File: config.mk
export PLATFORM = sky130hd
export DESIGN_NAME = b1_fifo_wr_arb
export DESIGN_NICKNAME = d
export VERILOG_FILES = /design/src/rtl/b1_fifo_pkg.sv /design/src/rtl/b1_fifo_wr_arb_rr.sv /design/src/rtl/b1_fifo_wr_arb.sv
export SDC_FILE = /design/constraint.sdc
export NUM_CORES = 1
export LEC_CHECK = 0
export BUFFER_PORTS_ARGS = -buffer_cell sky130_fd_sc_hd__buf_4
export CORE_MARGIN = 4
export CORE_UTILIZATION = 43
export CTS_BUF_LIST = sky130_fd_sc_hd__clkbuf_16
export DETAILED_ROUTE_END_ITERATION = 8
export GPL_TIMING_DRIVEN = 0
export PLACE_DENSITY = 0.72
export SYNTH_ARGS = -nofsm -noshare
export SYNTH_HDL_FRONTEND = slang
export SYNTH_HIERARCHICAL = 1
export SYNTH_SLANG_ARGS = --single-unit
File: constraint.sdc
create_clock -name clk_i -period 3.5 [get_ports clk_i]
set_input_delay 0.175 -clock clk_i [delete_from_list [all_inputs] [get_ports clk_i]]
set_output_delay 0.175 -clock clk_i [all_outputs]
set_load 0.005 [all_outputs]
File: src/rtl/b1_fifo_pkg.sv
// Shared types and helpers for the round-robin FIFO write arbiter.
package b1_fifo_pkg;

  typedef enum logic {IDLE, BURST} arb_state_t;

  localparam int unsigned MAX_PORTS = 16;

  // Usable words in a FIFO with awidth address bits (one slot is never filled).
  function automatic int unsigned fifo_cap(input int unsigned awidth);
    return (32'd1 << awidth) - 32'd1;
  endfunction

  // One-hot pick of the first valid port after ptr, wrapping modulo nports.
  function automatic logic [MAX_PORTS-1:0] rr_pick(input logic [MAX_PORTS-1:0] valid,
                                                   input logic [3:0] ptr,
                                                   input int unsigned nports);
    logic [MAX_PORTS-1:0] g;
    int unsigned idx;
    g = '0;
    for (int unsigned i = 1; i <= MAX_PORTS; i++) begin
      idx = (32'(ptr) + i) % nports;
      if (i <= nports && g == '0 && valid[idx[3:0]]) g[idx[3:0]] = 1'b1;
    end
    return g;
  endfunction

endpackage

File: src/rtl/b1_fifo_wr_arb_rr.sv
// Round-robin pick with the registered pointer of the last port served.
module b1_rr_arb
  import b1_fifo_pkg::*;
#(
  parameter int NPORTS = 4
) (
  input  logic              clk_i,
  input  logic              rst_i,
  input  logic [NPORTS-1:0] valid,
  input  logic              upd_en,
  input  logic [NPORTS-1:0] upd_grant,
  output logic [NPORTS-1:0] pick
);

  localparam int PW = $clog2(NPORTS);

  logic [PW-1:0] rr_ptr;
  logic [PW-1:0] owner_idx;

  always_comb begin
    owner_idx = '0;
    for (int i = 0; i < NPORTS; i++) begin
      if (upd_grant[i]) owner_idx = PW'(i);
    end
  end

  assign pick = NPORTS'(rr_pick(MAX_PORTS'(valid), 4'(rr_ptr), NPORTS));

  // Reset to the last port so port 0 wins the first arbitration.
  always_ff @(posedge clk_i or posedge rst_i) begin
    if (rst_i) rr_ptr <= PW'(NPORTS - 1);
    else if (upd_en) rr_ptr <= owner_idx;
  end

endmodule

File: src/rtl/b1_fifo_wr_arb.sv
// Round-robin arbiter sharing one FIFO write port among NPORTS producers.
//   state | meaning
//   IDLE  | no owner; pick next valid port round-robin
//   BURST | owner streams beats until last or MAX_BURST beats
module b1_fifo_wr_arb
  import b1_fifo_pkg::*;
#(
  parameter int DWIDTH    = 8,
  parameter int AWIDTH    = 8,
  parameter int NPORTS    = 4,
  parameter int MAX_BURST = 16
) (
  input  logic                     clk_i,
  input  logic                     rst_i,
  input  logic [NPORTS-1:0]        req_valid_i,
  input  logic [NPORTS-1:0]        req_last_i,
  input  logic [NPORTS*DWIDTH-1:0] req_data_i,
  output logic [NPORTS-1:0]        req_ready_o,
  output logic                     fifo_wrreq_o,
  output logic [DWIDTH-1:0]        fifo_data_o,
  input  logic [AWIDTH-1:0]        fifo_usedw_i,
  output logic [NPORTS-1:0]        grant_o,
  output logic                     busy_o
);

  localparam int BCW = $clog2(MAX_BURST + 1);
  localparam logic [AWIDTH:0] CAP = (AWIDTH+1)'(fifo_cap(AWIDTH));

  arb_state_t          state, state_nxt;
  logic [NPORTS-1:0]   grant_nxt;
  logic [NPORTS-1:0]   pick;
  logic [BCW-1:0]      beat_cnt, beat_cnt_nxt;
  logic [DWIDTH-1:0]   beat_data;
  logic                space_ok, fire, last_g, burst_end, rr_upd;

  b1_rr_arb #(.NPORTS(NPORTS)) u_rr (
    .clk_i     (clk_i),
    .rst_i     (rst_i),
    .valid     (req_valid_i),
    .upd_en    (rr_upd),
    .upd_grant (grant_o),
    .pick      (pick)
  );

  // The write registered last cycle is not yet reflected in usedw.
  assign space_ok    = ({1'b0, fifo_usedw_i} + {{AWIDTH{1'b0}}, fifo_wrreq_o}) < CAP;
  assign req_ready_o = (state == BURST && space_ok) ? grant_o : '0;
  assign fire        = |(req_valid_i & req_ready_o);
  assign last_g      = |(req_last_i & grant_o);
  assign burst_end   = fire && (last_g || beat_cnt == BCW'(MAX_BURST - 1));
  assign busy_o      = (state == BURST);

  always_comb begin
    beat_data = '0;
    for (int i = 0; i < NPORTS; i++) begin
      if (grant_o[i]) beat_data = req_data_i[i*DWIDTH +: DWIDTH];
    end
  end

  always_comb begin
    state_nxt    = state;
    grant_nxt    = grant_o;
    beat_cnt_nxt = beat_cnt;
    rr_upd       = 1'b0;
    case (state)
      IDLE: begin
        if (|req_valid_i) begin
          state_nxt    = BURST;
          grant_nxt    = pick;
          beat_cnt_nxt = '0;
        end
      end
      BURST: begin
        if (fire) beat_cnt_nxt = beat_cnt + 1'b1;
        if (burst_end) begin
          state_nxt = IDLE;
          grant_nxt = '0;
          rr_upd    = 1'b1;
        end
      end
      default: state_nxt = IDLE;
    endcase
  end

  always_ff @(posedge clk_i or posedge rst_i) begin
    if (rst_i) state <= IDLE;
    else       state <= state_nxt;
  end

  always_ff @(posedge clk_i or posedge rst_i) begin
    if (rst_i) begin
      grant_o      <= '0;
      beat_cnt     <= '0;
      fifo_wrreq_o <= 1'b0;
      fifo_data_o  <= '0;
    end else begin
      grant_o      <= grant_nxt;
      beat_cnt     <= beat_cnt_nxt;
      fifo_wrreq_o <= fire;
      if (fire) fifo_data_o <= beat_data;
    end
  end

endmodule

**Yosys cells after proc, flatten, opt, wreduce, memory -nomap -nowiden**

Index checks and enable logic that the tools add are counted.

- Register bits after elaboration: 21
- Output and inout bits: 18
- Input port bits: 50

- Equality and inequality tests: 4
- Reductions and logical operators: 18
- Bitwise gates (word level): 6
- Muxes and demuxes: 39
- $lt $le $gt $ge: 9
- $add $sub $neg: 6

Operators by type and width:

| cell | count |
|---|---|
| $logic_not A16 Y1 | 3 |
| $mux W8 | 4 |
| $mux W4 | 6 |
| $lt A2 B5 Y1 const B | 4 |
| $mux W16 | 1 |
| $or A16 B4 Y16 | 1 |
| $mux W1 | 13 |
| $reduce_or A4 Y1 | 3 |
| $mux W5 | 2 |
| $pmux W5 S2 | 1 |
| $add A8 B1 Y9 | 1 |
| $logic_and A1 B1 Y1 | 9 |
| $lt A9 B8 Y1 const B | 1 |
| $and A4 B4 Y4 | 2 |
| $bmux W1 S2 | 4 |
| $demux W1 S2 | 4 |
| $ge A2 B1 Y1 const B | 4 |
| $or A4 B4 Y4 | 2 |
| $pmux W4 S2 | 1 |
| $add A5 B1 Y5 const B | 1 |
| $eq A5 B4 Y1 const B | 1 |
| $add A2 B1 Y2 const B | 2 |
| $add A2 B2 Y2 const B | 2 |
| $mux W2 | 2 |
| 6 further kinds | 8 |

**Logic depth before layout (Yosys ltp)**

- Depth after elaboration: 17
- Mapped depth: 10

**Cells and area by module**

Netlist, hierarchy kept.

Modules (own cells, without submodules):

| module | sequential area each (µm²) | cells each | area each (µm²) | times used |
|---|---|---|---|---|
| b1_fifo_wr_arb | 475.5 | 134 | 1159.9 | 1 |
| b1_rr_arb | 52.6 | 56 | 519.2 | 1 |

**Worst setup path after synthesis**

Ideal clock, no wire load.

- Path type: register to register
- Start: register u_rr.rr_ptr[0]
- End: register grant_o[0]
- Setup time: 0.083 ns
- Setup slack: 1.089 ns
- Required time: 3.417 ns
- Arrival time: 2.328 ns
- Stages on the path, launching flop included: 11
- Cells stage by stage: dfstp_2 -> buf_6 -> inv_1 -> ha_1 -> or4_1 -> a21bo_1 -> o221ai_2 -> nand3_2 -> o311ai_2 -> nand2_1 -> o21ai_0

- Cells in the longest elaborated chain, start to end: 17

Ends and longest elaborated chain:

| element | RTL line | source |
|---|---|---|
| start, declared | b1_fifo_wr_arb_rr.sv:17 | `logic [PW-1:0] rr_ptr;` |
| start signal, assigned | b1_fifo_wr_arb_rr.sv:31 | `if (rst_i) rr_ptr <= PW'(NPORTS - 1);` |
| start signal, assigned | b1_fifo_wr_arb_rr.sv:32 | `else if (upd_en) rr_ptr <= owner_idx;` |
| $add A2 B1 Y2 | b1_fifo_pkg.sv:21 | `idx = (32'(ptr) + i) % nports;` |
| $lt A2 B5 Y1 (not written as such) / $ge A2 B1 Y1 (equally long branches) | b1_fifo_pkg.sv:22 | `if (i <= nports && g == '0 && valid[idx[3:0]]) g[idx[3:0]] = 1'b1;` |
| $logic_and A1 B1 Y1 (not written as such) | b1_fifo_pkg.sv:22 |  |
| $mux W1 (not written as such) | b1_fifo_pkg.sv:22 |  |
| $demux W1 S2 | b1_fifo_pkg.sv:22 |  |
| $mux W4 | b1_fifo_pkg.sv:22 |  |
| $logic_not A16 Y1 | b1_fifo_pkg.sv:22 |  |
| $logic_and A1 B1 Y1 | b1_fifo_pkg.sv:22 |  |
| (+2 left out) | -- |  |
| $logic_and A1 B1 Y1 | b1_fifo_pkg.sv:22 |  |
| $mux W16 | b1_fifo_pkg.sv:22 |  |
| $logic_not A16 Y1 | b1_fifo_pkg.sv:22 |  |
| $logic_and A1 B1 Y1 | b1_fifo_pkg.sv:22 |  |
| $mux W4 (*) | b1_fifo_pkg.sv:22 |  |
| named net pick[0] | b1_fifo_wr_arb.sv:31 | `logic [NPORTS-1:0] pick;` |
| $mux W4 (*) | b1_fifo_wr_arb.sv:67 | `if (\|req_valid_i) begin` |
| $pmux W4 S2 (*) | b1_fifo_wr_arb.sv:65 | `case (state)` |
| end signal, assigned | b1_fifo_wr_arb.sv:97 | `grant_o <= grant_nxt;` |
| end, declared | b1_fifo_wr_arb.sv:22 | `output logic [NPORTS-1:0] grant_o,` |

Mark *: on every way through the listed nets, which the timed path passes. The rest lies on a longest branch. The select of a mux whose other input is x is not followed.
A chain may end at the register's enable or synchronous reset.

**Worst setup path in the final report**

- Start: register u_rr.rr_ptr[0]
- End: register grant_o[1]

Same word-level chain as after synthesis.

==> run_results.csv <==
group,metric,value,unit
yosys,yosys_warnings,6,
drt,wirelength,4710,µm
global_route,grt_antenna_before_repair,0,
global_route,grt_max_degree,20,
floorplan,num_rows,22,
timing,report.final.slew_viol_count,0,
finish,diodes,0,
floorplan,coreArea,3720,µm²
timing,rsz0062_at_grt,"false",
timing,min_period,2.65,ns
clock_network,path_clk_slew,0.06,ns
floorplan,boundaryPins,68,
yosys,synth_cell_types,39,
placed_design,dp_hpwl,3730,µm
placed_design,postPlaceCellArea,2240,µm²
yosys,ys_ff_latch,21,
worst_setup_path,crit_required,3.62,ns
yosys,netlist_area,1680,µm²
worst_setup_path,crit_type,"reg2reg",
placed_design,dp_cells,305,
power_and_ir_drop,vdd_ir_drop_max,0.323,mV
clock_network,postCtsSetupBuffers,0,
yosys,netlist_instances,190,
timing,hold_viol,0,
clock_network,cts_resized,0,
drt,drt_first_pass_iters,4,
worst_setup_path,arrival,2.78,ns
placed_design,port_buffers,67,
worst_setup_path,critPathLaunchType,"flip-flop",
worst_setup_path,cp_slowest_cell,"dfstp_2",
drt,via_count,1731,
finish,drive_above_1_share,33.2,%
finish,final_core_util,62.8,%
worst_setup_path,cpLargestDelayFamily,"simple AND/OR/NAND/NOR gates",
finish,finalNetCount,325,
hold_path,min_path_type,"in2reg",
yosys,synth-edff-count,0,
drt,drt_iter0_drc,100,
yosys,syn-num-nets,252,
worst_setup_path,max_stage_delay,0.58,ns
yosys,synth_ff_type,"dfrtp_1",
floorplan,die_area,4970,µm²
drt,drc,0,
placed_design,pre_cts_ws,0.878,ns
worst_setup_path,endpoint_kind,"flip-flop",
yosys,seq_area_frac_synth,31.4,%
timing,tns,0,ns
yosys,ys_async_sr_fraction,100,%
clock_network,cts-root-buf,"clkbuf_16",
clock_network,clock_latency,0.25,ns
timing,skew,0.00253,ns
clock_network,h-tree-depth,1,
timing,worst_slew_margin_rel,51.6,%
drt,wl_per_cell,15.2,µm
finish,area_growth,38.9,%
clock_network,cts_hold_buf,1,
timing,fin_crit_sh,75.8,%
drt,viasPerCell,5.58,
yosys,avgSynthCellArea,8.84,µm²
clock_network,clock-sinks,21,
flow_run,drv_cap,0,
drt,antenna_left,0,
finish,final_cells,310,
worst_setup_path,cpMostUsedCell,"nand2_1",
power_and_ir_drop,powerDensity,724,nW/µm²
global_route,overflow,0,
global_route,grt_usage,19.4,%
timing,fin_ws,0.847,ns
placed_design,gp_congestion,0.812,
finish,fin_area,2330,µm²
floorplan,die_y,70.5,µm
power_and_ir_drop,power.leakage,1.06,nW
timing,max_freq,0.377,GHz
worst_setup_path,path_buf_inv,2,
power_and_ir_drop,finalPower,1.69,mW
run_status,status,"finished, final reports clean",
timing,setup_viol,0,
clock_network,cts_tree,"yes",
timing,tightestPinTransition,0.724,ns
clock_network,max-clock-path-buffers,2,
clock_network,numCtsBuffers,3,
worst_setup_path,crit_chain,"buf_6, inv_1, ha_1, or4_1, a21boi_1, nand2_1, nand4_1, o211ai_1, nand2_1, o21ai_0",
global_route,first_global_vias,1693,
timing,hold_ws,0.204,ns
floorplan,die_w,70.5,µm
worst_setup_path,path_max_fanout,5,
global_route,grt_pass1_wl,7780,µm
floorplan,start_util,45.2,%
-- path summary, 6_finish.rpt --
check / slack [ns] / to / cells past startpoint / from
setup / recovery: 0.85 / grant_o[1]$_DFFE_PP0P_ / 10 / u_rr/rr_ptr[0]$_DFFE_PP1P_
hold / removal: 0.20 / fifo_data_o[5]$_DFFE_PP0P_ / 3 / req_data_i[29]
setup reg to reg: 0.85 / grant_o[1]$_DFFE_PP0P_ / 10 / u_rr/rr_ptr[0]$_DFFE_PP1P_
hold reg to reg: 0.48 / fifo_data_o[4]$_DFFE_PP0P_ / 2 / fifo_data_o[4]$_DFFE_PP0P_
max in group asynchronous: 2.42 / fifo_data_o[6]$_DFFE_PP0P_ / 3 / rst_i
min in group asynchronous: 0.53 / u_rr/rr_ptr[0]$_DFFE_PP1P_ / 3 / rst_i
-- synthesized netlist by cell type (2+ instances only) --
library cell	instances	area share [%]
o21ai_0	21	6.3
o211ai_1	3	1.3
dfstp_2	2	3.1
nand2_1	22	4.9
and3_1	2	0.75
a21oi_1	11	3.3
nand3_1	9	2.7
nor3_1	9	2.7
clkbuf_1	6	1.3
ha_1	12	8.9
and2_1	4	1.5
a221oi_1	8	4.2
o31ai_1	2	0.89
nor4_1	2	0.75
nor2_1	3	0.67
buf_6	3	2.0
inv_1	10	2.2
xor2_1	2	1.0
nand4_1	3	1.1
mux4_2	4	5.4
a22oi_1	6	2.7
nor2b_1	11	4.1
dfrtp_1	19	28
-- power breakdown --
group | internal [mW] | switching (mW) | leakage (nW) | total [mW]
clock | 0.153 | 0.0888 | 0.0409 | 0.242
sequential | 0.335 | 0.0798 | 0.268 | 0.415
combinational | 0.481 | 0.549 | 0.752 | 1.03
-- area by class of cell --
type                            instances  area (µm²)
Timing Repair Buffer                   68         513
Tap cell                               48        60.1
Inverter                               10        37.5
Clock buffer                            3        75.1
Sequential cell                        21         528
Clock inverter                          1        5.00
Multi-Input combinational cell        149        1050
Fill cell                             356        1380
Buffer                                 10        60.1
-- logic make-up after synthesis --
kind of cell / share of synthesized area (%)
and+or+nand+nor: 21.9
AOI/OAI and AO/OA: 25.5
DFF: 31.4
buffers and inverters: 5.81
adders and majority gates: 8.94
muxes: 5.37
xor gates and xnor gates: 1.04
-- layout by cell type, fill, tap and decap left out, types with 4 or more instances in the layout --
master,count
buf_4,67
nand2_1,22
o21ai_0,21
dfrtp_1,19
ha_1,12
a21oi_1,11
nor2b_1,11
inv_1,10
nand3_1,9
nor3_1,9
a221oi_1,8
a22oi_1,6
clkbuf_1,6
and2_1,4
mux4_2,4
-- worst reg2reg max path, delay by kind of cell (launching register included) --
kind,cells,cell delay (ns)
flops,1,0.58
compound gates,3,0.55
simple gates,4,0.90
buf+inv,2,0.24
fa+ha+maj,1,0.25
-- sequential cells by signal, summed over array words and instances, names as in the netlist --
signal / flops
fifo_data_o: 8
beat_cnt: 5
grant_o: 4
u_rr/rr_ptr: 2
busy_o: 1
fifo_wrreq_o: 1
-- routing by layer --
| metal | up-vias | track usage, % | part of all wire (%) |
|---|---|---|---|
| met3 | 6 | 6.04 | 8.9 |
| met1 | 807 | 25.0 | 43 |
| met5 | - | 0 | 0 |
| met4 | 0 | 4.47 | 0.91 |
| li1 | 855 | - | - |
| met2 | 63 | 31.7 | 47 |
(Power assumes the default switching activity.)
